**src/rtl/pipe_ctrl_pkg.sv**
```systemverilog
// Shared types and constants for the pipeline stall/flush controller.
package pipe_ctrl_pkg;

   localparam int REG_W       = 3;
   localparam int STALL_CNT_W = 16;

   localparam logic [REG_W-1:0] REG_ZERO = 3'd0;

   typedef enum logic [1:0] {
      RUN,
      MEM_WAIT,
      ERR
   } state_t;

endpackage

```
**src/rtl/load_use_detect.sv**
```systemverilog
// Flags a load in EX whose destination is read by the instruction in ID.
module load_use_detect
   import pipe_ctrl_pkg::*;
(
   input  logic             ex_mem_read,
   input  logic [REG_W-1:0] ex_rd,
   input  logic [REG_W-1:0] id_rs,
   input  logic [REG_W-1:0] id_rt,
   input  logic             id_uses_rt,
   output logic             hazard
);

   // Writes to r0 are discarded, so a load into r0 never creates a dependency.
   assign hazard = ex_mem_read && (ex_rd != REG_ZERO) &&
                   ((ex_rd == id_rs) || (id_uses_rt && (ex_rd == id_rt)));

endmodule

```
**src/rtl/pipeline_ctrl.sv**
```systemverilog
// Stall/flush controller for the five-stage pipeline: memory handshake with
// timeout, taken-branch flush, load-use bubble and a stall-cycle counter.
module pipeline_ctrl
   import pipe_ctrl_pkg::*;
#(
   parameter int MEM_TIMEOUT = 15
)
(
   input  logic                   clk,
   input  logic                   rst,
   input  logic [REG_W-1:0]       id_rs,
   input  logic [REG_W-1:0]       id_rt,
   input  logic                   id_uses_rt,
   input  logic                   ex_mem_read,
   input  logic [REG_W-1:0]       ex_rd,
   input  logic                   branch_taken,
   input  logic                   mem_read,
   input  logic                   mem_write,
   input  logic                   mem_ack,
   output logic                   mem_req,
   output logic                   pc_en,
   output logic                   if_id_en,
   output logic                   if_id_flush,
   output logic                   id_ex_en,
   output logic                   id_ex_flush,
   output logic                   ex_mem_en,
   output logic                   mem_wb_flush,
   output logic                   mem_err,
   output logic [STALL_CNT_W-1:0] stall_cycles
);

   localparam logic [7:0] TIMEOUT_CNT = 8'(MEM_TIMEOUT);

   state_t     state, state_next, cur_state;
   logic [7:0] wait_cnt, wait_cnt_next;
   logic       load_use;

   load_use_detect u_load_use_detect (
      .ex_mem_read (ex_mem_read),
      .ex_rd       (ex_rd),
      .id_rs       (id_rs),
      .id_rt       (id_rt),
      .id_uses_rt  (id_uses_rt),
      .hazard      (load_use)
   );

   // While reset is held the outputs behave as in RUN with the live inputs.
   assign cur_state = rst ? RUN : state;

   always_comb begin
      state_next    = cur_state;
      wait_cnt_next = wait_cnt;
      mem_req       = 1'b0;
      pc_en         = 1'b1;
      if_id_en      = 1'b1;
      if_id_flush   = 1'b0;
      id_ex_en      = 1'b1;
      id_ex_flush   = 1'b0;
      ex_mem_en     = 1'b1;
      mem_wb_flush  = 1'b0;
      mem_err       = 1'b0;

      case (cur_state)
         RUN, MEM_WAIT: begin
            mem_req = (cur_state == MEM_WAIT) || mem_read || mem_write;
            if (mem_req && !mem_ack) begin
               pc_en        = 1'b0;
               if_id_en     = 1'b0;
               id_ex_en     = 1'b0;
               ex_mem_en    = 1'b0;
               mem_wb_flush = 1'b1;
               if (cur_state == RUN) begin
                  state_next    = MEM_WAIT;
                  wait_cnt_next = 8'd1;
               end else if (wait_cnt == TIMEOUT_CNT) begin
                  state_next = ERR;
               end else begin
                  wait_cnt_next = wait_cnt + 8'd1;
               end
            end else begin
               // Release cycle re-evaluates branch and load-use like RUN.
               state_next    = RUN;
               wait_cnt_next = 8'd0;
               if (branch_taken) begin
                  if_id_flush = 1'b1;
                  id_ex_flush = 1'b1;
               end else if (load_use) begin
                  pc_en       = 1'b0;
                  if_id_en    = 1'b0;
                  id_ex_flush = 1'b1;
               end
            end
         end
         ERR: begin
            pc_en     = 1'b0;
            if_id_en  = 1'b0;
            id_ex_en  = 1'b0;
            ex_mem_en = 1'b0;
            mem_err   = 1'b1;
         end
         default: begin
            state_next = RUN;
         end
      endcase
   end

   always_ff @(posedge clk) begin
      if (rst) begin
         state        <= RUN;
         wait_cnt     <= 8'd0;
         stall_cycles <= '0;
      end else begin
         state    <= state_next;
         wait_cnt <= wait_cnt_next;
         if (!pc_en && (stall_cycles != {STALL_CNT_W{1'b1}})) begin
            stall_cycles <= stall_cycles + 1'b1;
         end
      end
   end

endmodule

```
**config.mk**
```make
export PLATFORM = sky130hd
export DESIGN_NAME = pipeline_ctrl
export DESIGN_NICKNAME = d
export VERILOG_FILES = /design/src/rtl/pipe_ctrl_pkg.sv /design/src/rtl/load_use_detect.sv /design/src/rtl/pipeline_ctrl.sv
export SDC_FILE = /design/constraint.sdc
export NUM_CORES = 1
export LEC_CHECK = 0
export BUFFER_PORTS_ARGS = -buffer_cell sky130_fd_sc_hd__buf_4
export CORE_MARGIN = 3
export CORE_UTILIZATION = 54
export CTS_BUF_LIST = sky130_fd_sc_hd__clkbuf_4 sky130_fd_sc_hd__clkbuf_8 sky130_fd_sc_hd__clkbuf_16
export DETAILED_ROUTE_END_ITERATION = 10
export PLACE_DENSITY = 0.82
export SYNTH_ARGS = -nofsm -noshare
export SYNTH_HDL_FRONTEND = slang
export SYNTH_SLANG_ARGS = --single-unit
```
**constraint.sdc**
```tcl
create_clock -name clk -period 3.2 [get_ports clk]
set_clock_uncertainty 0.15 [all_clocks]
set_input_delay 0 -clock clk [delete_from_list [all_inputs] [get_ports clk]]
set_output_delay 0 -clock clk [all_outputs]
set_load 0.01 [all_outputs]
```
Word-level counts from Yosys, hierarchy flattened --
Index checks and enable logic that the tools add are counted.
Word-level totals: flip-flop bits (word level) 26, input port bits 17, output and inout bits 25, word-level logic and storage cells 51
Cells by class: add/subtract/negate cells 2, equality and inequality tests 7, muxes and demuxes 25, reductions and logical operators 14
Operators by type and width (count):
- two-way mux 8 bit | 3
- adder 16 x 1 -> 16 bit (second input constant) | 1
- != test 16 bit (second input constant) | 1
- two-way mux 1 bit | 15
- adder 8 x 1 -> 8 bit (second input constant) | 1
- == test 8 x 4 -> 1 bit (second input constant) | 1
- two-way mux 2 bit | 4
- == test 3 bit | 2
- logical AND 1 bit | 5
- case mux 1 bit (2 select lines) | 2
- case mux 2 bit (2 select lines) | 1
- logical OR 1 bit | 3
- != test 3 bit (second input constant) | 1
- nonzero test 3 bit | 1
- == test 2 x 1 -> 1 bit (second input constant) | 1
- == test 2 bit (second input constant) | 1
- zero test 1 bit | 2
- zero test 2 bit | 1
- AND reduction 2 bit | 1
- OR reduction 2 bit | 1

Logic depth before layout (Yosys ltp) --
Gate-level depths: netlist of the first run.
depth after elaboration 10, depth in mapped cells 9

Cells and area by module --
Synthesis of the first run repeated with hierarchy kept, for this count alone.
Second synthesis, totals: cell total of the unflattened synthesis 178, area total of the unflattened synthesis 1461.4 µm²
By module, submodules not included:
- pipeline_ctrl | times used 1, cells each 168, area an instance 1385.1 µm², sequential area each 520.5 µm²
- load_use_detect | times used 1, cells each 10, area an instance 76.3 µm², sequential area each 0.0 µm²

Least setup slack after synthesis of the first run --
Ideal clock, no wire load.
path type register to register, start reg state[0], end reg stall_cycles[10], setup time 0.123 ns, arrival time 1.820 ns, data required time 2.927 ns, path slack 1.106 ns, cell stages (with the launch flop) 8, period minus slack after synthesis 2.094 ns, cell sequence dfxtp_1 -> nand2b_1 -> a211oi_4 -> nor2_2 -> a21bo_2 -> buf_6 -> nor4_1 -> mux2_1
Between the ends: cells in the longest elaborated chain, start to end 9, elaborated cells between the ends (all ways) 12, classes of those cells eq/ne: 2; mux: 3; reduce/logical: 7
Ends and longest elaborated chain:
- start: declaration | RTL line pipeline_ctrl.sv:34 | state_t state, state_next, cur_state;
- start signal: assignment | RTL line pipeline_ctrl.sv:113 | state <= state_next;
- two-way mux 2 bit (*) | RTL line pipeline_ctrl.sv:48 | assign cur_state = rst ? RUN : state;
- == test 2 x 1 -> 1 bit | RTL line pipeline_ctrl.sv:63, pipeline_ctrl.sv:65
- logical OR 1 bit (2 in a row) | RTL line pipeline_ctrl.sv:65 | mem_req = (cur_state == MEM_WAIT) || mem_read || mem_write;
- logical AND 1 bit | RTL line pipeline_ctrl.sv:66 | if (mem_req && !mem_ack) begin
- two-way mux 1 bit | RTL line pipeline_ctrl.sv:66
- case mux 1 bit (2 select lines) (*) | RTL line pipeline_ctrl.sv:63 | case (cur_state)
- zero test 1 bit (*) | RTL line pipeline_ctrl.sv:115 | if (!pc_en && (stall_cycles != {STALL_CNT_W{1'b1}})) begin
- logical AND 1 bit (*) | RTL line pipeline_ctrl.sv:115
- end signal: assignment | RTL line pipeline_ctrl.sv:116 | stall_cycles <= stall_cycles + 1'b1;
- end: declaration | RTL line pipeline_ctrl.sv:29 | output logic [STALL_CNT_W-1:0] stall_cycles
Every way passes the cells marked *; elsewhere a longest branch is shown, timed or not. A chain may end at the register's enable or synchronous reset.

Worst setup path after layout of the first run --
start reg stall_cycles[3], end reg stall_cycles[10]
Between the ends: cells in the longest elaborated chain, start to end 2, elaborated cells between the ends (all ways) 3, classes of those cells add/sub: 1; eq/ne: 1; reduce/logical: 1
Ends and longest elaborated chain:
- branches (longest 2 deep; another with adder 16 x 1 -> 16 bit)
Several ways; the timed one is not identified.

==> results of run 1 <==
==> area by class of cell <==
type                            count  area [sq um]
Fill cell                         184           587
Clock buffer                        3          22.5
Inverter                            4          15.0
Tap cell                           28          35.0
Timing Repair Buffer               44           338
Multi-Input combinational cell    131           843
Sequential cell                    26           520
==> state kept, by name, indices dropped and copies added (netlist names) <==
register and flops:
stall_cycles 16, state 2, wait_cnt 8
==> path summary, 6_finish.rpt <==
kind,from,end,slack [ns],depth (start not counted)
min,branch_taken,stall_cycles[2],0.15,5
min reg2reg,stall_cycles[9],stall_cycles[9],0.36,2
max,stall_cycles[3],stall_cycles[10],0.86,6
max reg2reg,stall_cycles[3],stall_cycles[10],0.86,6
==> synth_stat cells, types with 4 or more instances <==
| cell | instances | area share (%) |
|---|---|---|
| sky130_fd_sc_hd__nor2_1 | 15 | 4.0 |
| sky130_fd_sc_hd__or3_1 | 6 | 2.6 |
| sky130_fd_sc_hd__dfxtp_1 | 26 | 37 |
| sky130_fd_sc_hd__xnor2_1 | 5 | 3.1 |
| sky130_fd_sc_hd__inv_1 | 4 | 1.1 |
| sky130_fd_sc_hd__and3_1 | 4 | 1.8 |
| sky130_fd_sc_hd__xor2_1 | 8 | 4.9 |
| sky130_fd_sc_hd__nand2_1 | 7 | 1.9 |
| sky130_fd_sc_hd__or4_1 | 4 | 2.1 |
| sky130_fd_sc_hd__a21oi_1 | 13 | 4.6 |
| sky130_fd_sc_hd__o21ai_1 | 7 | 2.5 |
| sky130_fd_sc_hd__o31ai_1 | 5 | 2.6 |
| sky130_fd_sc_hd__nand3_1 | 12 | 4.2 |
==> layout by cell type, fill, tap and decap left out, types with 4 or more instances in the layout <==
cell	n
sky130_fd_sc_hd__a21oi_1	13
sky130_fd_sc_hd__and3_1	4
sky130_fd_sc_hd__buf_4	41
sky130_fd_sc_hd__dfxtp_1	26
sky130_fd_sc_hd__inv_1	4
sky130_fd_sc_hd__nand2_1	7
sky130_fd_sc_hd__nand3_1	12
sky130_fd_sc_hd__nor2_1	15
sky130_fd_sc_hd__o21ai_1	7
sky130_fd_sc_hd__o31ai_1	5
sky130_fd_sc_hd__or3_1	6
sky130_fd_sc_hd__or4_1	4
sky130_fd_sc_hd__xnor2_1	5
sky130_fd_sc_hd__xor2_1	8
==> metrics by stage <==
step	util, %	cell area [sq um]	hold WS, ns
6_report	75.1	1770	0.146
5_1_grt	75.1	1770	0.153
4_1_cts	75.1	1770	0.139
3_5_place_dp	72.9	1720	0.0906
3_3_place_gp	72.9	1720	0.0861
2_1_floorplan	-	1420	-0.120
==> per-layer routing <==
layer	up-vias	GRT usage, %
li1	699	-
met1	644	26.4
met2	41	33.3
met3	4	2.71
met4	0	6.29
met5	-	0
==> worst max-delay path, cell delays in order (launching register included) <==
cell	delay, ns
sky130_fd_sc_hd__dfxtp_1	0.43
sky130_fd_sc_hd__nand3_1	0.18
sky130_fd_sc_hd__nor4_2	0.50
sky130_fd_sc_hd__nand2_1	0.12
sky130_fd_sc_hd__a21bo_2	0.43
sky130_fd_sc_hd__nor4_1	0.10
sky130_fd_sc_hd__mux2_1	0.33
==> timing repair <==
item,in CTS,in global routing
setup endpoints to repair,0,0
hold buffers,3,0
hold endpoints to repair,19,0
==> power breakdown <==
group          internal [W]  switching, W  total (W)
sequential         0.000328    0.00000590   0.000334
clock             0.0000441     0.0000900   0.000134
combinational     0.0000453     0.0000436  0.0000889
total              0.000418      0.000140   0.000557
==> logic make-up (layout without fill, tap and decap cells) <==
| logic type | count (synthesis) | after routing | share of synthesized area (%) |
|---|---|---|---|
| fa+ha+maj | 2 | 2 | 1.76 |
| mux | 3 | 3 | 2.20 |
| xor+xnor | 13 | 13 | 8.02 |
| simple gates | 72 | 72 | 28.4 |
| compound gates | 41 | 41 | 19.0 |
| flops | 26 | 26 | 36.7 |
| buf+inv | 10 | 51 | 3.96 |
==> metrics.txt, run 1 <==
# TYPE chip_impl_metric gauge
chip_impl_metric{name="met3_layer_wire_length_in_the_routed_design",unit="microns"} 165
chip_impl_metric{name="drt-pass1-iter-count",unit=""} 4
chip_impl_metric{name="routed_wl",unit="microns"} 3280
chip_impl_info{name="timing.setup.critical_path_class",value="reg -> reg"} 1
chip_impl_metric{name="initial_antenna_violation_count",unit=""} 0
chip_impl_metric{name="timing.final.crit_period",unit="ns"} 2.34
chip_impl_metric{name="tritoncts_num_sinks",unit=""} 26
chip_impl_metric{name="avgSynthCellArea",unit="sq um"} 8.50
chip_impl_metric{name="die-area",unit="sq um"} 3280
chip_impl_metric{name="yosysWarnings",unit=""} 0
chip_impl_metric{name="route.met2.wl",unit="microns"} 1560
chip_impl_metric{name="setup-violations-final",unit=""} 0
chip_impl_metric{name="syn_area",unit="sq um"} 1420
chip_impl_info{name="end_kind",value="flip-flop"} 1
chip_impl_metric{name="crit_path_max_fanout",unit=""} 22
chip_impl_metric{name="power_leakage",unit="nW"} 0.687
chip_impl_metric{name="final_critical_path_setup_slack",unit="ns"} 0.857
chip_impl_metric{name="slew_viol_final",unit=""} 0
chip_impl_metric{name="yosysUniqueCellTypes",unit=""} 44
chip_impl_metric{name="worst_skew_pair.late_latency",unit="ns"} 0.32
chip_impl_metric{name="fp.dieH",unit="microns"} 57.3
chip_impl_metric{name="seq_area_frac_synth",unit="%"} 36.7
chip_impl_metric{name="final.period_utilization",unit="%"} 73.2
chip_impl_metric{name="pre_cts_slack",unit="ns"} 0.904
chip_impl_metric{name="via_density_per_instance",unit=""} 5.88
chip_impl_info{name="dominantRegCellSynth",value="sky130_fd_sc_hd__dfxtp_1"} 1
chip_impl_metric{name="detailedRoute.firstIterationViolations",unit=""} 44
chip_impl_metric{name="clk_transition_reported_paths",unit="ns"} 0.13
chip_impl_metric{name="grt_max_degree",unit=""} 24
chip_impl_metric{name="route.detailed.wl_per_inst",unit="microns"} 13.9
chip_impl_metric{name="drive_gt1_share",unit="%"} 23.6
chip_impl_metric{name="grt_overflow",unit=""} 0
chip_impl_metric{name="finish.cell_count_without_fillers",unit=""} 236
chip_impl_metric{name="die_x",unit="microns"} 57.3
chip_impl_metric{name="grt_first_pass_wirelength",unit="microns"} 5280
chip_impl_metric{name="num_rows",unit=""} 17
chip_impl_metric{name="crit_required",unit="ns"} 3.27
chip_impl_metric{name="cts_inserted_buffers",unit=""} 3
chip_impl_metric{name="ioPinCount",unit=""} 42
chip_impl_info{name="hold_class",value="in -> reg"} 1
chip_impl_metric{name="p_total",unit="W"} 0.000557
chip_impl_metric{name="relSlewSlack",unit="%"} 57.5
chip_impl_metric{name="coreArea",unit="sq um"} 2360
chip_impl_metric{name="postSynthNetCount",unit=""} 186
chip_impl_info{name="outcome",value="completed"} 1
chip_impl_metric{name="worst_slew_pin_slew",unit="ns"} 0.634
chip_impl_metric{name="final_hold_viol_count",unit=""} 0
chip_impl_metric{name="power.density",unit="nW/um^2"} 314
chip_impl_metric{name="cts-htree-levels",unit=""} 1
chip_impl_metric{name="max-cap-violations",unit=""} 0
chip_impl_metric{name="vias",unit=""} 1388
chip_impl_metric{name="groute.usage.overall",unit="%"} 19.8
chip_impl_metric{name="portBuffers",unit=""} 41
chip_impl_metric{name="dp.final_hpwl",unit="microns"} 2440
chip_impl_metric{name="ys_seq_elements",unit=""} 26
chip_impl_metric{name="synth-edff-count",unit=""} 0
chip_impl_info{name="cts_tree",value="done"} 1
chip_impl_metric{name="worst_ir_drop_vdd",unit="V"} 0.000304
chip_impl_metric{name="async_reset_ff_share",unit="%"} 0
chip_impl_metric{name="route.antenna.remaining_nets",unit=""} 0
chip_impl_metric{name="area_delta_synth_final",unit="%"} 24.9
chip_impl_metric{name="vias_in_the_first_global_route",unit=""} 1228
chip_impl_metric{name="drt_drc_violations_left",unit=""} 0
chip_impl_info{name="top_signal_layer_used",value="met4"} 1
chip_impl_metric{name="wl_met1",unit="microns"} 1530
chip_impl_metric{name="starting_density_of_the_core",unit="%"} 60.1
chip_impl_metric{name="fmax",unit="GHz"} 0.427
chip_impl_metric{name="num-nets-final",unit=""} 229
chip_impl_info{name="cts.root.buffer_cell",value="sky130_fd_sc_hd__clkbuf_4"} 1
chip_impl_metric{name="numPlacedInstances",unit=""} 230
chip_impl_metric{name="postSynthCellCount",unit=""} 167
chip_impl_metric{name="post_cts.resized_instances",unit=""} 0
chip_impl_info{name="grt_setup_unrepaired",value="false"} 1
chip_impl_metric{name="max-clock-path-buffers",unit=""} 2
chip_impl_metric{name="fin_setup_tns",unit="ns"} 0
chip_impl_metric{name="critical_path_arrival",unit="ns"} 2.41
chip_impl_metric{name="num_antenna_cells",unit=""} 0
chip_impl_info{name="startpoint_type",value="flip-flop"} 1
chip_impl_metric{name="post_cts.repair.setup_buffers",unit=""} 0
chip_impl_metric{name="finalWeightedCongestion",unit=""} 0.793
(Power assumes the default switching activity.)
==> run 2: changes to the inputs <==
--- a/config.mk
+++ b/config.mk
@@ -7,10 +7,10 @@
 export LEC_CHECK = 0
 export BUFFER_PORTS_ARGS = -buffer_cell sky130_fd_sc_hd__buf_4
 export CORE_MARGIN = 3
-export CORE_UTILIZATION = 54
+export CORE_UTILIZATION = 51
 export CTS_BUF_LIST = sky130_fd_sc_hd__clkbuf_4 sky130_fd_sc_hd__clkbuf_8 sky130_fd_sc_hd__clkbuf_16
 export DETAILED_ROUTE_END_ITERATION = 10
-export PLACE_DENSITY = 0.82
+export PLACE_DENSITY = 0.78
 export SYNTH_ARGS = -nofsm -noshare
 export SYNTH_HDL_FRONTEND = slang
 export SYNTH_SLANG_ARGS = --single-unit
==> constraint.sdc (replaced) <==
create_clock -name clk -period 2.4 [get_ports clk]
set_clock_uncertainty 0.15 [all_clocks]
set_input_delay 0 -clock clk [delete_from_list [all_inputs] [get_ports clk]]
set_output_delay 0 -clock clk [all_outputs]
set_load 0.01 [all_outputs]
==> run 2 against run 1 <==
Compared with the run above: utilization decreased by 4.3 points; cell area increased by 2.5%; hold slack got worse by 0.018 ns; register-to-register slack got worse by 0.61 ns; setup slack got worse by 0.62 ns; non-clock buffer count increased by 1; combinational power increased by 34%; power increased by 56%; sequential share of layout area decreased by 0.71 points; critical path depth increased by 2; die area increased by 5.3%; largest cell class unchanged.
==> metrics.txt, run 2 (same netlist as run 1, synthesis figures left out) <==
# TYPE chip_impl_metric gauge
chip_impl_metric{name="routed_wl",unit="microns"} 3440
chip_impl_info{name="cts_tree",value="done"} 1
chip_impl_metric{name="worst_r2r_path_depth",unit=""} 7
chip_impl_metric{name="final_critical_path_setup_slack",unit="ns"} 0.236
chip_impl_metric{name="die-area",unit="sq um"} 3450
chip_impl_metric{name="fmax",unit="GHz"} 0.462
chip_impl_metric{name="layout.area.seq",unit="sq um"} 520
chip_impl_metric{name="vias_in_the_first_global_route",unit=""} 1281
chip_impl_metric{name="coreArea",unit="sq um"} 2570
chip_impl_info{name="registers.top_by_ff_count",value="stall_cycles"} 1
chip_impl_metric{name="utilization",unit="%"} 70.8
chip_impl_metric{name="hold_ws",unit="ns"} 0.128
chip_impl_metric{name="setup-violations-final",unit=""} 0
chip_impl_metric{name="pre_cts_slack",unit="ns"} 0.217
chip_impl_metric{name="largest_register_ff_count",unit=""} 16
chip_impl_metric{name="fin_setup_tns",unit="ns"} 0
chip_impl_metric{name="fp.dieH",unit="microns"} 58.8
chip_impl_metric{name="route.antenna.remaining_nets",unit=""} 0
chip_impl_info{name="leading_registers_by_flop_count",value="stall_cycles x16, wait_cnt x8, state x2"} 1
chip_impl_metric{name="ioPinCount",unit=""} 42
chip_impl_info{name="layout.cells.most_common",value="sky130_fd_sc_hd__buf_4"} 1
chip_impl_metric{name="worst_ir_drop_vdd",unit="V"} 0.000328
chip_impl_metric{name="wl_met1",unit="microns"} 1540
chip_impl_metric{name="portBuffers",unit=""} 41
chip_impl_metric{name="worstPathBufferInverterCount",unit=""} 2
chip_impl_metric{name="critical_path_arrival",unit="ns"} 2.25
chip_impl_info{name="top_signal_layer_used",value="met4"} 1
chip_impl_metric{name="clk_transition_reported_paths",unit="ns"} 0.14
chip_impl_metric{name="multi_input_area",unit="sq um"} 850
chip_impl_metric{name="vias",unit=""} 1358
chip_impl_metric{name="drive_gt1_share",unit="%"} 24.8
chip_impl_metric{name="via_density_per_instance",unit=""} 5.66
chip_impl_metric{name="tritoncts_num_sinks",unit=""} 26
chip_impl_metric{name="cts_inserted_buffers",unit=""} 3
chip_impl_metric{name="num_rows",unit=""} 18
chip_impl_metric{name="crit_cells",unit=""} 8
chip_impl_metric{name="comb_power_share",unit="%"} 13.7
chip_impl_metric{name="initial_antenna_violation_count",unit=""} 0
chip_impl_metric{name="clock_power_share",unit="%"} 34.9
chip_impl_metric{name="worst_skew_pair.late_latency",unit="ns"} 0.32
chip_impl_metric{name="max-cap-violations",unit=""} 0
chip_impl_metric{name="dp.final_hpwl",unit="microns"} 2620
chip_impl_metric{name="cell_internal_power",unit="W"} 0.000669
chip_impl_metric{name="total_switching_power",unit="W"} 0.000200
chip_impl_info{name="end_kind",value="flip-flop"} 1
chip_impl_metric{name="power.density",unit="nW/um^2"} 478
chip_impl_metric{name="detailedRoute.firstIterationViolations",unit=""} 45
chip_impl_info{name="timing.setup.critical_path_class",value="in -> reg"} 1
chip_impl_info{name="commonest_cells_after_routing_fill_and_taps_aside",value="sky130_fd_sc_hd__buf_4 (43), sky130_fd_sc_hd__dfxtp_1 (26), sky130_fd_sc_hd__nor2_1 (15)"} 1
chip_impl_metric{name="maximum_cell_stage_delay_along_the_critical_path",unit="ns"} 0.55
chip_impl_metric{name="grt_overflow",unit=""} 0
chip_impl_info{name="crit_path_cell_trace",value="dlygate4sd3_1, buf_4, nand2b_1, a211oi_4, nor2_2, a21bo_4, nor4_1, mux2_1"} 1
chip_impl_info{name="outcome",value="completed"} 1
chip_impl_metric{name="cts-htree-levels",unit=""} 1
chip_impl_metric{name="met3_layer_wire_length_in_the_routed_design",unit="microns"} 109
chip_impl_metric{name="worst_slew_pin_slew",unit="ns"} 0.627
chip_impl_metric{name="power.sequential.fraction",unit="%"} 51.3
chip_impl_metric{name="drt_drc_violations_left",unit=""} 0
chip_impl_metric{name="num-nets-final",unit=""} 230
chip_impl_metric{name="groute.usage.overall",unit="%"} 21.8
chip_impl_metric{name="route.met2.wl",unit="microns"} 1750
chip_impl_info{name="grt_setup_unrepaired",value="false"} 1
chip_impl_metric{name="holdPathStages",unit=""} 5
chip_impl_metric{name="die_x",unit="microns"} 58.8
chip_impl_metric{name="timing.final.crit_period",unit="ns"} 2.16
chip_impl_metric{name="n_fill_cell",unit=""} 225
chip_impl_metric{name="area_delta_synth_final",unit="%"} 28.0
chip_impl_info{name="hold_class",value="in -> reg"} 1
chip_impl_metric{name="slew_viol_final",unit=""} 0
chip_impl_info{name="critical_path.top_delay_family",value="buffers and inverters"} 1
chip_impl_metric{name="p_total",unit="W"} 0.000869
chip_impl_metric{name="final.period_utilization",unit="%"} 90.1
chip_impl_metric{name="num_antenna_cells",unit=""} 0
chip_impl_metric{name="power_leakage",unit="nW"} 0.708
chip_impl_metric{name="crit_path_max_fanout",unit=""} 23
chip_impl_metric{name="route.detailed.wl_per_inst",unit="microns"} 14.3
chip_impl_info{name="startpoint_type",value="primary input"} 1
chip_impl_info{name="cts.root.buffer_cell",value="sky130_fd_sc_hd__clkbuf_4"} 1
chip_impl_metric{name="max-clock-path-buffers",unit=""} 2
chip_impl_metric{name="sw_frac_of_total",unit="%"} 23.0
chip_impl_metric{name="drt-pass1-iter-count",unit=""} 4
chip_impl_metric{name="post_cts.repair.setup_buffers",unit=""} 0
chip_impl_metric{name="grt_max_degree",unit=""} 24
chip_impl_metric{name="final_hold_viol_count",unit=""} 0
chip_impl_metric{name="crit_required",unit="ns"} 2.48
chip_impl_metric{name="grt_first_pass_wirelength",unit="microns"} 5930
chip_impl_metric{name="starting_density_of_the_core",unit="%"} 55.3
chip_impl_info{name="worst_path_max_delay_cell",value="sky130_fd_sc_hd__dlygate4sd3_1"} 1
chip_impl_metric{name="relSlewSlack",unit="%"} 58.0
chip_impl_metric{name="finalWeightedCongestion",unit=""} 0.820
run 2: layout make-up:
class / count / area share (%)
inverters: 4 / 0.826
clock inverters: 1 / 1.65
repair buffers: 45 / 18.9
clock buffers: 3 / 1.24
flip-flops and latches: 26 / 28.6
multi-input cells: 131 / 46.7
well taps: 30 / 2.06
run 2: per-layer routing:
layer	global-route usage [%]	up-vias
li1	-	699
met1	28.3	625
met2	36.6	27
met3	3.07	7
met4	8.09	0
met5	0	-
run 2: stage by stage:
stage | cell area, sq um | std cells
final | 1820 | 240
after global routing | 1820 | 240
after CTS | 1810 | 240
after detailed placement | 1740 | 234
after global placement | 1740 | 234
after floorplan | 1420 | 167
run 2: worst reg2reg max path, delay by kind of cell (launching register included):
family,cells,cell delay [ns]
DFF,1,0.38
muxes,1,0.35
adders and majority gates,1,0.24
and+or+nand+nor,4,0.64
AOI/OAI and AO/OA,1,0.30
run 2: repair_timing:
item,in CTS,in global routing
endpoints found under the setup margin,0,1
gates resized for setup,0,1
hold buffers,2,0
hold endpoints to repair,19,0
run 2: path summary, 6_finish.rpt:
check	slack (ns)	to	startpoint
min reg2reg	0.36	wait_cnt[0]	wait_cnt[0]
min	0.13	stall_cycles[2]	branch_taken
max reg2reg	0.25	stall_cycles[10]	stall_cycles[0]
max	0.24	stall_cycles[10]	rst
run 2: power by group through the flow:
stage	logic, W	clock network (W)	registers (W)
2_1_floorplan	0.0000653	0	0.000456
3_3_place_gp	0.000114	0	0.000454
3_5_place_dp	0.000116	0	0.000455
4_1_cts	0.000119	0.000308	0.000446
5_1_grt	0.000132	0.000325	0.000447
6_report	0.000119	0.000304	0.000446
